==> config.mk <==
export PLATFORM = sky130hd
export DESIGN_NAME = uart_rx_ext
export DESIGN_NICKNAME = d
export VERILOG_FILES = /design/src/rtl/uart_rx_ext.sv
export SDC_FILE = /design/constraint.sdc
export NUM_CORES = 1
export LEC_CHECK = 0
export CAP_MARGIN = 20
export CORE_MARGIN = 2
export CORE_UTILIZATION = 51
export DETAILED_ROUTE_END_ITERATION = 10
export PLACE_DENSITY = 0.75
export SYNTH_ARGS = -nofsm -noshare
export SYNTH_HDL_FRONTEND = slang
export SYNTH_SLANG_ARGS = --single-unit
==> constraint.sdc <==
create_clock -name CLK -period 1.7 [get_ports CLK]
set_input_delay 0.34 -clock CLK [delete_from_list [all_inputs] [get_ports CLK]]
set_output_delay 0.34 -clock CLK [all_outputs]
set_load 0.03 [all_outputs]
==> src/rtl/uart_rx_ext.sv <==
// Oversampling UART receiver: LSB-first payload, optional parity, one or two stop bits.
// Define UART_RX_MAJORITY_EN to take each bit value as a 2-of-3 vote around mid-bit.
module uart_rx_ext #(
  parameter int DATA_WIDTH        = 8,
  parameter int PRESCALE_WIDTH    = 6,
  parameter int BIT_COUNTER_WIDTH = 5
) (
  input  logic                      CLK,
  input  logic                      RST,
  input  logic                      RX_IN,
  input  logic [PRESCALE_WIDTH-1:0] Prescale,
  input  logic                      PAR_EN,
  input  logic                      PAR_TYP,
  input  logic                      STOP2,
  output logic [DATA_WIDTH-1:0]     P_DATA,
  output logic                      data_valid,
  output logic                      par_err,
  output logic                      stp_err,
  output logic                      busy
);

  localparam logic [2:0] IDLE   = 3'd0;
  localparam logic [2:0] START  = 3'd1;
  localparam logic [2:0] DATA   = 3'd2;
  localparam logic [2:0] PARITY = 3'd3;
  localparam logic [2:0] STOP   = 3'd4;
  localparam logic [2:0] DONE   = 3'd5;

  localparam logic [BIT_COUNTER_WIDTH-1:0] DATA_LAST = BIT_COUNTER_WIDTH'(DATA_WIDTH - 1);

  logic                         sync1, rx_s;
  logic [2:0]                   state;
  logic [PRESCALE_WIDTH-1:0]    edge_cnt, p_l;
  logic [BIT_COUNTER_WIDTH-1:0] bit_cnt;
  logic                         par_en_l, par_typ_l, stop2_l;
  logic [DATA_WIDTH-1:0]        shreg;
  logic                         par_bad, stp_bad;

  logic [PRESCALE_WIDTH-1:0]    sample_cnt;
  logic                         sample_pt, wrap, bit_val, stop_last;

`ifdef UART_RX_MAJORITY_EN
  // rx_s history: [1] is the value at sample_cnt-2, [0] at sample_cnt-1.
  logic [1:0] hist;

  always_ff @(posedge CLK) begin
    if (!RST) hist <= 2'b11;
    else      hist <= {hist[0], rx_s};
  end

  always_comb begin
    sample_cnt = (p_l >> 1) + 1'b1;
    bit_val    = (hist[1] & hist[0]) | (hist[1] & rx_s) | (hist[0] & rx_s);
  end
`else
  always_comb begin
    sample_cnt = p_l >> 1;
    bit_val    = rx_s;
  end
`endif

  always_comb begin
    sample_pt = (edge_cnt == sample_cnt);
    wrap      = (edge_cnt == p_l - 1'b1);
    stop_last = (bit_cnt == {{(BIT_COUNTER_WIDTH-1){1'b0}}, stop2_l});
  end

  assign busy = (state != IDLE);

  always_ff @(posedge CLK) begin
    if (!RST) begin
      // NOTE: synchroniser flops reset to the idle line level so that leaving reset is not mistaken for a start edge.
      sync1      <= 1'b1;
      rx_s       <= 1'b1;
      state      <= IDLE;
      edge_cnt   <= '0;
      bit_cnt    <= '0;
      p_l        <= '0;
      par_en_l   <= 1'b0;
      par_typ_l  <= 1'b0;
      stop2_l    <= 1'b0;
      shreg      <= '0;
      par_bad    <= 1'b0;
      stp_bad    <= 1'b0;
      P_DATA     <= '0;
      data_valid <= 1'b0;
      par_err    <= 1'b0;
      stp_err    <= 1'b0;
    end else begin
      sync1 <= RX_IN;
      rx_s  <= sync1;
      // NOTE: pulses default low every cycle; only the DONE branch raises them, which makes them exactly one cycle wide.
      data_valid <= 1'b0;
      par_err    <= 1'b0;
      stp_err    <= 1'b0;
      if (state != IDLE) edge_cnt <= wrap ? '0 : edge_cnt + 1'b1;

      case (state)
        IDLE: begin
          // The cycle in which rx_s is first seen low is edge count 0 of the start bit.
          if (!rx_s) begin
            state     <= START;
            edge_cnt  <= PRESCALE_WIDTH'(1);
            bit_cnt   <= '0;
            p_l       <= Prescale;
            par_en_l  <= PAR_EN;
            par_typ_l <= PAR_TYP;
            stop2_l   <= STOP2;
            par_bad   <= 1'b0;
            stp_bad   <= 1'b0;
          end
        end
        START: begin
          if (sample_pt && bit_val) begin
            state    <= IDLE;
            edge_cnt <= '0;
          end else if (wrap) begin
            state   <= DATA;
            bit_cnt <= '0;
          end
        end
        DATA: begin
          if (sample_pt) shreg <= {bit_val, shreg[DATA_WIDTH-1:1]};
          if (wrap) begin
            if (bit_cnt == DATA_LAST) begin
              state   <= par_en_l ? PARITY : STOP;
              bit_cnt <= '0;
            end else begin
              bit_cnt <= bit_cnt + 1'b1;
            end
          end
        end
        PARITY: begin
          if (sample_pt) par_bad <= (bit_val != (^shreg ^ par_typ_l));
          if (wrap) begin
            state   <= STOP;
            bit_cnt <= '0;
          end
        end
        STOP: begin
          if (wrap) bit_cnt <= bit_cnt + 1'b1;
          // The final stop bit ends at its sample point so a following start edge is not missed.
          if (sample_pt) begin
            if (!bit_val) stp_bad <= 1'b1;
            if (stop_last) begin
              state    <= DONE;
              edge_cnt <= '0;
            end
          end
        end
        DONE: begin
          state    <= IDLE;
          edge_cnt <= '0;
          par_err  <= par_bad;
          stp_err  <= stp_bad;
          if (!par_bad && !stp_bad) begin
            data_valid <= 1'b1;
            P_DATA     <= shreg;
          end
        end
        default: state <= IDLE;
      endcase
    end
  end

endmodule

Yosys cells after proc, flatten, opt, wreduce, memory -nomap -nowiden
Cells that the tools add are included.
- $add $sub $neg: 3
- equal/unequal tests: 21
- muxes and demuxes: 31
- bitwise gates (word level): 2
- reduce and logical (&&, ||, !) cells: 18
- operators with widths (kind ; number):
    $mux W6 ; 6
    $mux W5 ; 6
    $mux W3 ; 9
    $pmux W5 S5 ; 1
    $pmux W6 S4 ; 1
    $ne A2 B2 Y1 const B ; 10
    $pmux W3 S5 ; 1
    $reduce_and A2 Y1 ; 4
    $reduce_xor A8 Y1 ; 1
    $reduce_and A7 Y1 ; 1
    $add A6 B1 Y6 const B ; 1
    $eq A3 B2 Y1 const B ; 2
    $eq A3 B3 Y1 const B ; 2
    $eq A6 B5 Y1 ; 1
    $eq A6 B6 Y1 ; 1
    $sub A6 B1 Y6 const B ; 1
    $add A5 B1 Y5 const B ; 1
    $eq A5 B1 Y1 ; 1
    $eq A5 B3 Y1 const B ; 1
    $mux W1 ; 5
    $reduce_and A5 Y1 ; 1
    $reduce_bool A5 Y1 ; 1
    $pmux W1 S2 ; 2
    $reduce_and A4 Y1 ; 1
    11 further kinds ; 14
- register bits: 46
- output and inout port bits: 12

Logic depth before layout (Yosys ltp)
Gate-level depths: netlist (run 1).
- depth in word-level cells: 7
- gate-level depth with buffers: 8
- depth with buffers taken out: 8

Least setup slack after synthesis (run 1)
OpenSTA, ideal clock, no wires.
- kind: register to register
- start point: reg p_l[0]
- end point: reg bit_cnt[3]
- arrival time: 1790 ps
- data required time: 1583 ps
- path slack: -207 ps
- cell stages (with the launch flop): 9
- clock period less this slack: 1907 ps
- cell sequence: dfxtp_1 inv_1 ha_1 xnor2_1 a21o_1 o21ai_1 and2_1 o2111ai_1 a22o_1
- cells in the longest elaborated chain, start to end: 5
- elaborated cells between the ends (all ways): 8
- classes of those cells: 1 x add/sub; 3 x eq/ne; 3 x mux; 1 x reduce/logical
- ends and longest elaborated chain (what ; RTL line ; source):
    start: declaration ; 33 ; logic [PRESCALE_WIDTH-1:0] edge_cnt, p_l;
    start signal: assignment ; 105 ; p_l <= Prescale;
    $sub A6 B1 Y6 * ; 64 ; wrap = (edge_cnt == p_l - 1'b1);
    $eq A6 B6 Y1 * ; 64 ;
    $mux W5 (2 in a row) ; - ;
    $pmux W5 S5 ; - ;
    end signal: assignment ; 129 ; bit_cnt <= bit_cnt + 1'b1;
    end signal: assignment ; 141 ; if (wrap) bit_cnt <= bit_cnt + 1'b1;
    end: declaration ; 34 ; logic [BIT_COUNTER_WIDTH-1:0] bit_cnt;
Every way passes the cells marked *; elsewhere a longest branch is shown, timed or not. The select of a mux whose other input is x is not followed.
A chain may end at the register's enable or synchronous reset.

Final worst setup path (run 1)
- start point: reg p_l[1]
- end point: reg bit_cnt[3]
- cells in the longest elaborated chain, start to end: 5
- elaborated cells between the ends (all ways): 11
- classes of those cells: 1 x add/sub; 5 x eq/ne; 3 x mux; 2 x reduce/logical
- ends and longest elaborated chain (what ; RTL line):
    $sub A6 B1 Y6 ; 64
    $eq A6 B6 Y1 ; 64
    $mux W5 (2 in a row) ; -
    $pmux W5 S5 ; -
Several ways; a longest one is shown, not always the timed one. The select of a mux whose other input is x is not followed.

==> metrics.md, run 1 <==
| Metric | Value |
|---|---|
| Status | finished, violations left |
| Failing checks | negative setup slack |
| Root Buffer | clkbuf_8 |
| Initial antenna violation count | 0 |
| Final setup viols | 22 |
| Site row count | 24 |
| CTS tree | done |
| Most common cell after layout, fill and taps aside | nand2_1 |
| FFs w/ async S/R, synth | 0 |
| Final Slew Violations | 0 |
| Routed wire length | a little under 6 mm |
| Largest net degree at the start of global routing | 17 |
| Post-DRT Antenna Nets | 0 |
| Adder-cell share of the synthesized area | 0.0157 |
| Die H | 72.5 microns |
| Post-synthesis net count | 292 |
| Final period util | 1.13 |
| Synth Warn # | 0 |
| H-tree depth | 2 |
| Final hold vios | 0 |
| Number of synthesized register bits | 46 |
| Min Clock Period, post-route | 1.92 ns |
| First-pass GRT wire length | 9.60 mm |
| Clock skew | 0.00825 ns |
| Startpoint types | flop |
| Mean number of vias per cell | 5.66 |
| RSZ-0062 raised after global routing | true |
| Mux share of post-synthesis cell area | 0.0753 |
| Max Buffers Root-to-Sink | 2 |
| Max-cap violation count | 0 |
| Crit path arrival time | between 2 and 2.5 ns |
| Area taken by multi-input logic gates | 0.00147 sq mm |
| Non-Filler Cell Area, Final | 0.00314 sq mm |
| EDFF count, synth | 0 |
| WL/cell | between 10 and 15 microns |
| XOR/XNOR Fraction of Synth Area | 0.0878 |
| Post-placement cell count | 377 |
| Layout filler cell count | 351 |
| Width of the die | 72.5 microns |
| Num CTS Buffers | 5 |
| Synth Area in Compound Gates | 0.141 |
| Slew HR | 0.664 |
| Comb power frac | 0.156 |
| Total Power | 0.00214 W |
| Post-synthesis simple-gate area fraction | 0.259 |
| Worst Path Required | 1.90 ns |
| Hpwl dp | roughly 4.1 mm |
| Drt first pass iters | 4 |
| Max frequency | 522 MHz |
| Largest family of logic cells by synthesized area | simple AND/OR/NAND/NOR gates |
| Hold crit path type | flop to flop |
| Core Footprint | 0.00444 sq mm |
| Leakage | 1.38 nW |
| Non-Filler Instances | 387 |
| Most frequent cells in the layout | nand2_1 (41), buf_4 (39), dfxtp_1 (38), nor2_1 (19), mux2i_1 (18) |
| Final-stage net count | 349 |
| Grt peak-use layer | met2 |
| Ys flop type | dfxtp_1 |
| Layout cells sized above 1 | 0.242 |
| Setup WS post-layout | -0.217 ns |
| Clk sinks | 46 |
| I/O Buffers | 23 |
| Gr usage total | 0.235 |
| Int Power | 0.00155 W |
| Gpl congestion | between 0.8 and 0.9 |
| Die area | around 0.0053 sq mm |
| Worst-margin pin slew | between 0.4 and 0.5 ns |
| Placement Cell Area | slightly below 0.003 sq mm |
| M2 GR Usage | 0.376 |
| Count of cell types in the netlist | 47 |
| Switching share of power | 0.273 |
| Kind of critical path | flop to flop |
| Layout area overhead | 31.0% |
| Reg area | 933 sq um |
| Syn_area_per_cell | ~8.6 sq um |
| Peak supply drop | between 500 and 600 uV |
| Vias in the first global route | 2068 |
| Total grt overflow | 0 |
| Sw power | 0.000585 W |
| Vias | between 2000 and 2500 |
| Diode count | 0 |
| CP endpoint kind | flop |
| CP Max Fanout | 5 |
| Flop pwr share | 0.519 |
| GRT met3 Usage | 0.0472 |
| Clk slew on worst S/H paths | 0.09 ns |
| IO Pins | 24 |
| Pwr dens | 682 mW/mm^2 |
| Mapped Area | about 0.0024 sq mm |
| Clock Power Share | 0.324 |
| Clk Latency, worst-skew pair | a little over 0.3 ns |
| Initial Util | 0.539 |
| Seq/Total Area, Yosys | 0.385 |
| Mapped Cells | 277 |
| Starting DRT DRC Count | 98 |
| Final core utilization | 0.706 |
| DRC viols | 0 |
| M1 GR Usage | 0.305 |
## final timing paths
kind	startpoint	end	slack [ns]	cells past startpoint
worst max-delay path	p_l[1]	bit_cnt[3]	-0.22	8
worst min-delay path	sync1	bit_val	0.42	1
worst max register to register	p_l[1]	bit_cnt[3]	-0.22	8
worst min register to register	sync1	bit_val	0.42	1
## cell type report
type | count | share of cell area
flip-flops and latches | 46 | 0.298
multi-input cells | 210 | 0.468
clock inverters | 3 | 0.00798
clock buffers | 5 | 0.0219
well taps | 52 | 0.0208
inverters | 8 | 0.00958
repair buffers | 63 | 0.174
## cells by family after synthesis
logic type / count (synthesis)
and+or+nand+nor: 120
DFF: 46
AOI/OAI and AO/OA: 45
xor gates and xnor gates: 24
buffers and inverters: 21
muxes: 18
adders and majority gates: 3
## per-layer routing
layer / part of all wire / vias to the layer above
met5: 0 / -
met4: 0.027 / 0
met3: 0.041 / 16
met2: 0.48 / 58
met1: 0.46 / 1039
li1: - / 1079
## flip-flops by register name, indices dropped and copies added, names as in the netlist
signal      cells
bit_cnt         5
par_en_l        1
data_valid      1
state           3
par_typ_l       1
p_l             6
sync1           1
stp_bad         1
par_bad         1
shreg           8
stp_err         1
stop2_l         1
bit_val         1
edge_cnt        6
par_err         1
P_DATA          8
## stage by stage
step	hold slack, ns	setup WS (ns)	setup TNS (ns)
after detailed placement	0.402	-0.211	-2.49
after CTS	0.427	-0.193	-2.63
after global placement	0.391	-0.133	-1.32
after global routing	0.460	-0.295	-4.96
after floorplan	0.386	-0.0998	-0.939
final	0.423	-0.217	-3.19
## power by group through the flow
stage          clock network [W]  registers (W)  logic [W]
3_3_place_gp                   0        0.00114   0.000297
3_5_place_dp                   0        0.00114   0.000304
5_1_grt                 0.000776        0.00111   0.000359
4_1_cts                 0.000726        0.00111   0.000317
2_1_floorplan                  0        0.00113   0.000178
6_report                0.000693        0.00111   0.000335
## Yosys cell counts, types with 3 or more instances
| library cell | count | area (sq um) |
|---|---|---|
| xnor2_1 | 12 | 105 |
| buf_2 | 3 | 15.0 |
| nand3_1 | 10 | 50.1 |
| dfxtp_1 | 46 | 921 |
| nand4_1 | 6 | 37.5 |
| clkbuf_1 | 9 | 33.8 |
| nor3_1 | 7 | 35.0 |
| a21oi_1 | 8 | 40.0 |
| nor2_1 | 20 | 75.1 |
| and3_1 | 3 | 18.8 |
| a21boi_0 | 10 | 75.1 |
| and2_1 | 6 | 37.5 |
| a31oi_1 | 6 | 37.5 |
| nor2b_1 | 14 | 87.6 |
| ha_1 | 3 | 37.5 |
| o21ai_1 | 4 | 20.0 |
| inv_1 | 8 | 30.0 |
| mux2i_1 | 18 | 180 |
| nand2_1 | 41 | 154 |
| xor2_1 | 12 | 105 |
## what timing repair did
item | CTS | global route
endpoints found under the setup margin | 23 | 30
gates resized for setup | 15 | 15
setup buffers | 2 | 0
hold endpoints to repair | 0 | 0
pin swaps | 10 | 4
hold buffers | 0 | 0
## worst max-delay path, cell delays in order, from the launching register on
cell	delay [ns]
dfxtp_2	0.35
inv_1	0.05
ha_2	0.31
xor2_1	0.15
nand2_1	0.08
and4bb_4	0.41
and2_4	0.19
o2111ai_2	0.09
a22o_1	0.19
(Power assumes the default switching activity.)
==> run 2, diff against run 1 <==
- CORE_ASPECT_RATIO: unset -> 1.2
- SLEW_MARGIN: unset -> 15
==> run 2 against run 1 <==
The run still ends with negative setup slack left. Routed wire length is 1.6% higher. Critical path type unchanged. Clock skew is 0.0031 ns lower. Non-clock buffer count rose by 3. Sequential share of layout area shrank 1.1 points. Utilization grew 0.29 points. Total power grew 7.7%. Critical path depth shrank 2. Setup slack worse by 0.026 ns. Clock power up 19%. Combinational power rose by 9.3%. Register-to-register slack worse by 0.03 ns. Fmax shrank 1.3%.
==> metrics.md, run 2 (same netlist as run 1, synthesis figures left out) <==
| Metric | Value |
|---|---|
| R2R Setup Slk | -0.24 ns |
| Site row count | 27 |
| Slew HR | 0.608 |
| Clock skew | 0.00517 ns |
| Switching share of power | 0.255 |
| Placement Cell Area | 0.00297 sq mm |
| RSZ-0062 raised after global routing | true |
| Total grt overflow | 0 |
| Largest regs | P_DATA (8), shreg (8) |
| CTS tree | done |
| FF-to-FF path depth | 6 |
| WHS Endpoint | bit_val |
| Root Buffer | clkbuf_8 |
| Reg-to-Reg End | bit_cnt[3] |
| CP max stage cell | or4_4 |
| Gr usage total | 0.229 |
| Flop pwr share | 0.482 |
| First-pass GRT wire length | 9.30 mm |
| Vias in the first global route | 2044 |
| Startpoint types | flop |
| R2r startpoint | p_l[0] |
| Final setup viols | 23 |
| Peak supply drop | 619 uV |
| Width of the die | between 60 and 70 microns |
| Final-stage net count | between 300 and 400 |
| Final hold vios | 0 |
| CTS Hold Bufs | 0 |
| Hold Crit Depth | 1 |
| Pwr dens | 713 mW/mm^2 |
| Final period util | 1.14 |
| CP delay by family, top | simple AND/OR/NAND/NOR gates |
| Max frequency | 515 MHz |
| Buf/Inv on CP | 0 |
| Clock Power Share | 0.359 |
| Worst-margin pin slew | 0.583 ns |
| Comb power frac | 0.159 |
| Die H | between 70 and 80 microns |
| Largest net degree at the start of global routing | 15 |
| Routed wire length | 5.89 mm |
| Min Clock Period, post-route | 1.94 ns |
| Max-cap violation count | 0 |
| Hpwl dp | ~4.1 mm |
| CP endpoint kind | flop |
| Layout area overhead | 35.0% |
| Layout cells sized above 1 | 0.251 |
| I/O Buffers | 23 |
| Initial Util | 0.525 |
| Sw power | 0.000587 W |
| Critical-path cell list | or4_4 -> o21ai_2 -> and4bb_4 -> and2_4 -> o2111ai_1 -> a22o_1 |
| Clk sinks | 46 |
| Diode count | 0 |
| Core Footprint | 0.00456 sq mm |
| Post-DRT Antenna Nets | 0 |
| Non-Filler Cell Area, Final | 0.00323 sq mm |
| CP Max Fanout | 5 |
| Drt first pass iters | 4 |
| Setup WS post-layout | -0.243 ns |
| Final Slew Violations | 0 |
| Slowest stage delay, CP | 0.54 ns |
| Hold slack | 0.415 ns |
| Hold crit path type | flop to flop |
| Starting DRT DRC Count | 154 |
| WL/cell | ~15 microns |
| H-tree depth | 2 |
| IO Pins | 24 |
| Gpl congestion | about 0.92 |
| Clk slew on worst S/H paths | 0.09 ns |
| Layout filler cell count | 333 |
| Worst Path Required | around 1.9 ns |
| DRC viols | 0 |
| Vias | 2188 |
| Leakage | approximately 1.3 nW |
| Hold path start | sync1 |
| Max Buffers Root-to-Sink | 2 |
| Status | finished, violations left |
| Num CTS Buffers | 5 |
| Int Power | 0.00172 W |
| Failing checks | negative setup slack |
| Clk Latency, worst-skew pair | 0.30 ns |
| Kind of critical path | flop to flop |
| Initial antenna violation count | 0 |
| Mean number of vias per cell | 5.53 |
| Die area | 0.00526 sq mm |
| Crit path arrival time | around 2.2 ns |
| Most frequent cells in the layout | dfxtp_1 (41), buf_4 (41), nand2_1 (40), clkdlybuf4s50_1 (21) |
run 2: power by group through the flow:
stage               clock, W  sequential [W]  combinational [W]
global placement           0         0.00113           0.000308
floorplan                  0         0.00113           0.000178
detailed placement         0         0.00113           0.000311
CTS                 0.000834         0.00111           0.000318
global route        0.000880         0.00111           0.000393
finish              0.000826         0.00111           0.000366
run 2: what timing repair did:
item | CTS | global route
setup endpoints to repair | 23 | 24
pin swaps | 5 | 13
setup buffers | 0 | 5
endpoints found under the hold margin | 0 | 0
resized for setup | 5 | 22
run 2: layout make-up:
type	instances	area, sq um	share of cell area
multi-input cells	210	1520	0.469
clock buffers	6	72.6	0.0225
flip-flops and latches	46	927	0.287
repair buffers	66	576	0.178
clock inverters	2	37.5	0.0116
well taps	58	72.6	0.0225
inverters	8	30.0	0.00930
run 2: metrics by stage:
stage | utilization | TNS (ns) | cells | total power [W] | setup slack (ns)
finish | 0.708 | -3.38 | 396 | 0.00230 | -0.243
global route | 0.708 | -4.85 | 396 | 0.00238 | -0.284
CTS | 0.680 | -2.65 | 392 | 0.00226 | -0.182
detailed placement | 0.651 | -2.41 | 384 | 0.00145 | -0.175
global placement | 0.651 | -1.53 | 384 | 0.00144 | -0.131
floorplan | - | -0.939 | 277 | 0.00131 | -0.0998
run 2: per-layer routing:
metal | vias up | global-route usage | wire, microns
met5 | - | 0 | 0
met4 | 0 | 0.0939 | 87
met3 | 7 | 0.0312 | 170
met2 | 48 | 0.382 | 3100
met1 | 1052 | 0.293 | 2540
li1 | 1081 | - | -
run 2: how the worst max path moves through the flow:
stage	end	from	cells past startpoint	slack [ns]
global placement	bit_cnt[3]	p_l[0]	6	-0.13
floorplan	bit_cnt[3]	p_l[0]	6	-0.1
CTS	edge_cnt[3]	p_l[0]	6	-0.18
global route	edge_cnt[2]	p_l[0]	7	-0.28
detailed placement	bit_cnt[1]	p_l[0]	6	-0.17
finish	bit_cnt[3]	p_l[0]	6	-0.24
==> run 3, diff against run 2 <==
- SKIP_LAST_GASP: unset -> 1
==> run 3 against run 2 <==
The flow still finishes with violations (negative setup slack). Final cell count did not move. Clock skew fell by 0.00071 ns. Die area did not move. Sequential power barely moved. Highest routed layer unchanged.
==> metrics.md, run 3 (same netlist as run 1, synthesis figures left out) <==
| Metric | Value |
|---|---|
| Drt first pass iters | 4 |
| Final hold vios | 0 |
| Starting DRT DRC Count | 143 |
| Startpoint types | flop |
| Setup_tns | -3.39 ns |
| Sw power | slightly below 0.0006 W |
| CTS tree | done |
| CP delay by family, top | simple AND/OR/NAND/NOR gates |
| Setup slack at placement | -0.175 ns |
| Flop pwr share | 0.483 |
| Largest regs | P_DATA (8), shreg (8) |
| Hold crit path type | flop to flop |
| Vias in the first global route | 2044 |
| Slowest stage delay, CP | between 0.5 and 0.6 ns |
| Status | finished, violations left |
| IO Pins | 24 |
| Setup crit end | bit_cnt[3] |
| R2r startpoint | p_l[0] |
| Root Buffer | clkbuf_8 |
| Clock skew | between 0.004 and 0.005 ns |
| Clk Latency, worst-skew pair | 0.30 ns |
| Reg-to-Reg End | bit_cnt[3] |
| Failing checks | negative setup slack |
| R2R Setup Slk | -0.24 ns |
| Site row count | 27 |
| DRC viols | 0 |
| Worst-margin pin slew | 0.587 ns |
| Kind of critical path | flop to flop |
| Max Buffers Root-to-Sink | 2 |
| WL/cell | about 15 microns |
| Leakage | between 1 and 1.5 nW |
| CP Max Fanout | 5 |
| FF-to-FF path depth | 6 |
| Peak supply drop | roughly 620 uV |
| Comb power frac | 0.159 |
| Hpwl dp | 4.12 mm |
| Final setup viols | 23 |
| Critical-path cell list | or4_4 -> o21ai_2 -> and4bb_4 -> and2_4 -> o2111ai_1 -> a22o_1 |
| CTS Hold Bufs | 0 |
| Layout cells sized above 1 | 0.249 |
| Clock Power Share | 0.358 |
| Switching share of power | 0.253 |
| Initial antenna violation count | 0 |
| Clk sinks | 46 |
| Hold Crit Depth | 1 |
| Min Clock Period, post-route | roughly 1.9 ns |
| Num CTS Buffers | 5 |
| Width of the die | 66.5 microns |
| Clk slew on worst S/H paths | 0.09 ns |
| Crit path arrival time | between 2 and 2.5 ns |
| Die area | about 0.0053 sq mm |
| Worst Path Required | 1.90 ns |
| Total Power | 0.00230 W |
| Max frequency | between 500 and 600 MHz |
| Total stage count of the critical path | 6 |
| Initial Util | 0.525 |
| H-tree depth | 2 |
| Post-placement cell count | 384 |
| Gpl congestion | approximately 0.9 |
| CP endpoint kind | flop |
| Non-Filler Instances | slightly below 400 |
| I/O Buffers | 23 |
| Routed wire length | between 5 and 6 mm |
| Buf/Inv on CP | 0 |
| Slew HR | 0.606 |
| Final period util | 1.14 |
| Die H | 79.0 microns |
| Max-cap violation count | 0 |
| Pwr dens | 712 mW/mm^2 |
| Post-DRT Antenna Nets | 0 |
| Vias | 2180 |
| First-pass GRT wire length | 9.30 mm |
| Int Power | 0.00172 W |
| Diode count | 0 |
| Setup WS post-layout | -0.241 ns |
| Critical path startpoint | p_l[0] |
| Core Footprint | between 0.004 and 0.005 sq mm |
| Total grt overflow | 0 |
| Final Slew Violations | 0 |
| Mean number of vias per cell | 5.51 |
| CP max stage cell | or4_4 |
| Gr usage total | 0.229 |
| Most frequent cells in the layout | dfxtp_1 (41), nand2_1 (41), buf_4 (41), clkdlybuf4s50_1 (21) |
| Layout area overhead | 34.9% |
| Largest net degree at the start of global routing | 15 |
| RSZ-0062 raised after global routing | true |
| Final-stage net count | 352 |
run 3: cell counts in the layout (fill, tap and decap cells not counted):
No cell type changed its count.
run 3: worst register-to-register path, delay by kind of cell (launching register included):
kind,cells,cell delay [ns]
DFF,1,0.34
and+or+nand+nor,3,1.07
AOI/OAI and AO/OA,3,0.42
run 3: per-layer routing:
layer / vias up / GRT usage / routed length [microns]
met1: 1040 / 0.293 / 2490
met5: - / 0 / 0
met4: 0 / 0.0939 / 87
met3: 7 / 0.0312 / 207
met2: 54 / 0.382 / 3050
li1: 1079 / - / -
run 3: area by class of cell:
cell class | count | area [sq um]
clock buffer | 6 | 72.6
clock inverter | 2 | 37.5
fill | 334 | 1330
inverter | 8 | 30.0
multi-input combinational | 210 | 1510
sequential | 46 | 927
tap | 58 | 72.6
timing repair buffer | 66 | 576
run 3: what timing repair did:
action	4_1_cts	5_1_grt
setup endpoints to repair	23	24
resized for setup	4	22
buffers inserted	0	5
pin swaps	5	12
run 3: power groups by stage:
stage	Combinational [W]	Sequential, W	Clock, W
after floorplan	0.000178	0.00113	0
after global placement	0.000308	0.00113	0
after detailed placement	0.000311	0.00113	0
after CTS	0.000318	0.00111	0.000834
after global routing	0.000392	0.00111	0.000880
final	0.000365	0.00111	0.000823
run 3: worst min path at each step:
stage / startpoint / to / slack, ns
floorplan: sync1 / bit_val / 0.39
global placement: sync1 / bit_val / 0.39
detailed placement: sync1 / bit_val / 0.40
CTS: sync1 / bit_val / 0.42
global route: sync1 / bit_val / 0.43
finish: sync1 / bit_val / 0.41
run 3: metrics by stage:
| step | cell area [sq um] | util | hold WS [ns] |
|---|---|---|---|
| after global placement | 2970 | 0.651 | 0.391 |
| after floorplan | 2430 | - | 0.386 |
| after detailed placement | 2970 | 0.651 | 0.399 |
| after global routing | 3230 | 0.708 | 0.430 |
| final | 3230 | 0.708 | 0.415 |
| after CTS | 3100 | 0.680 | 0.420 |
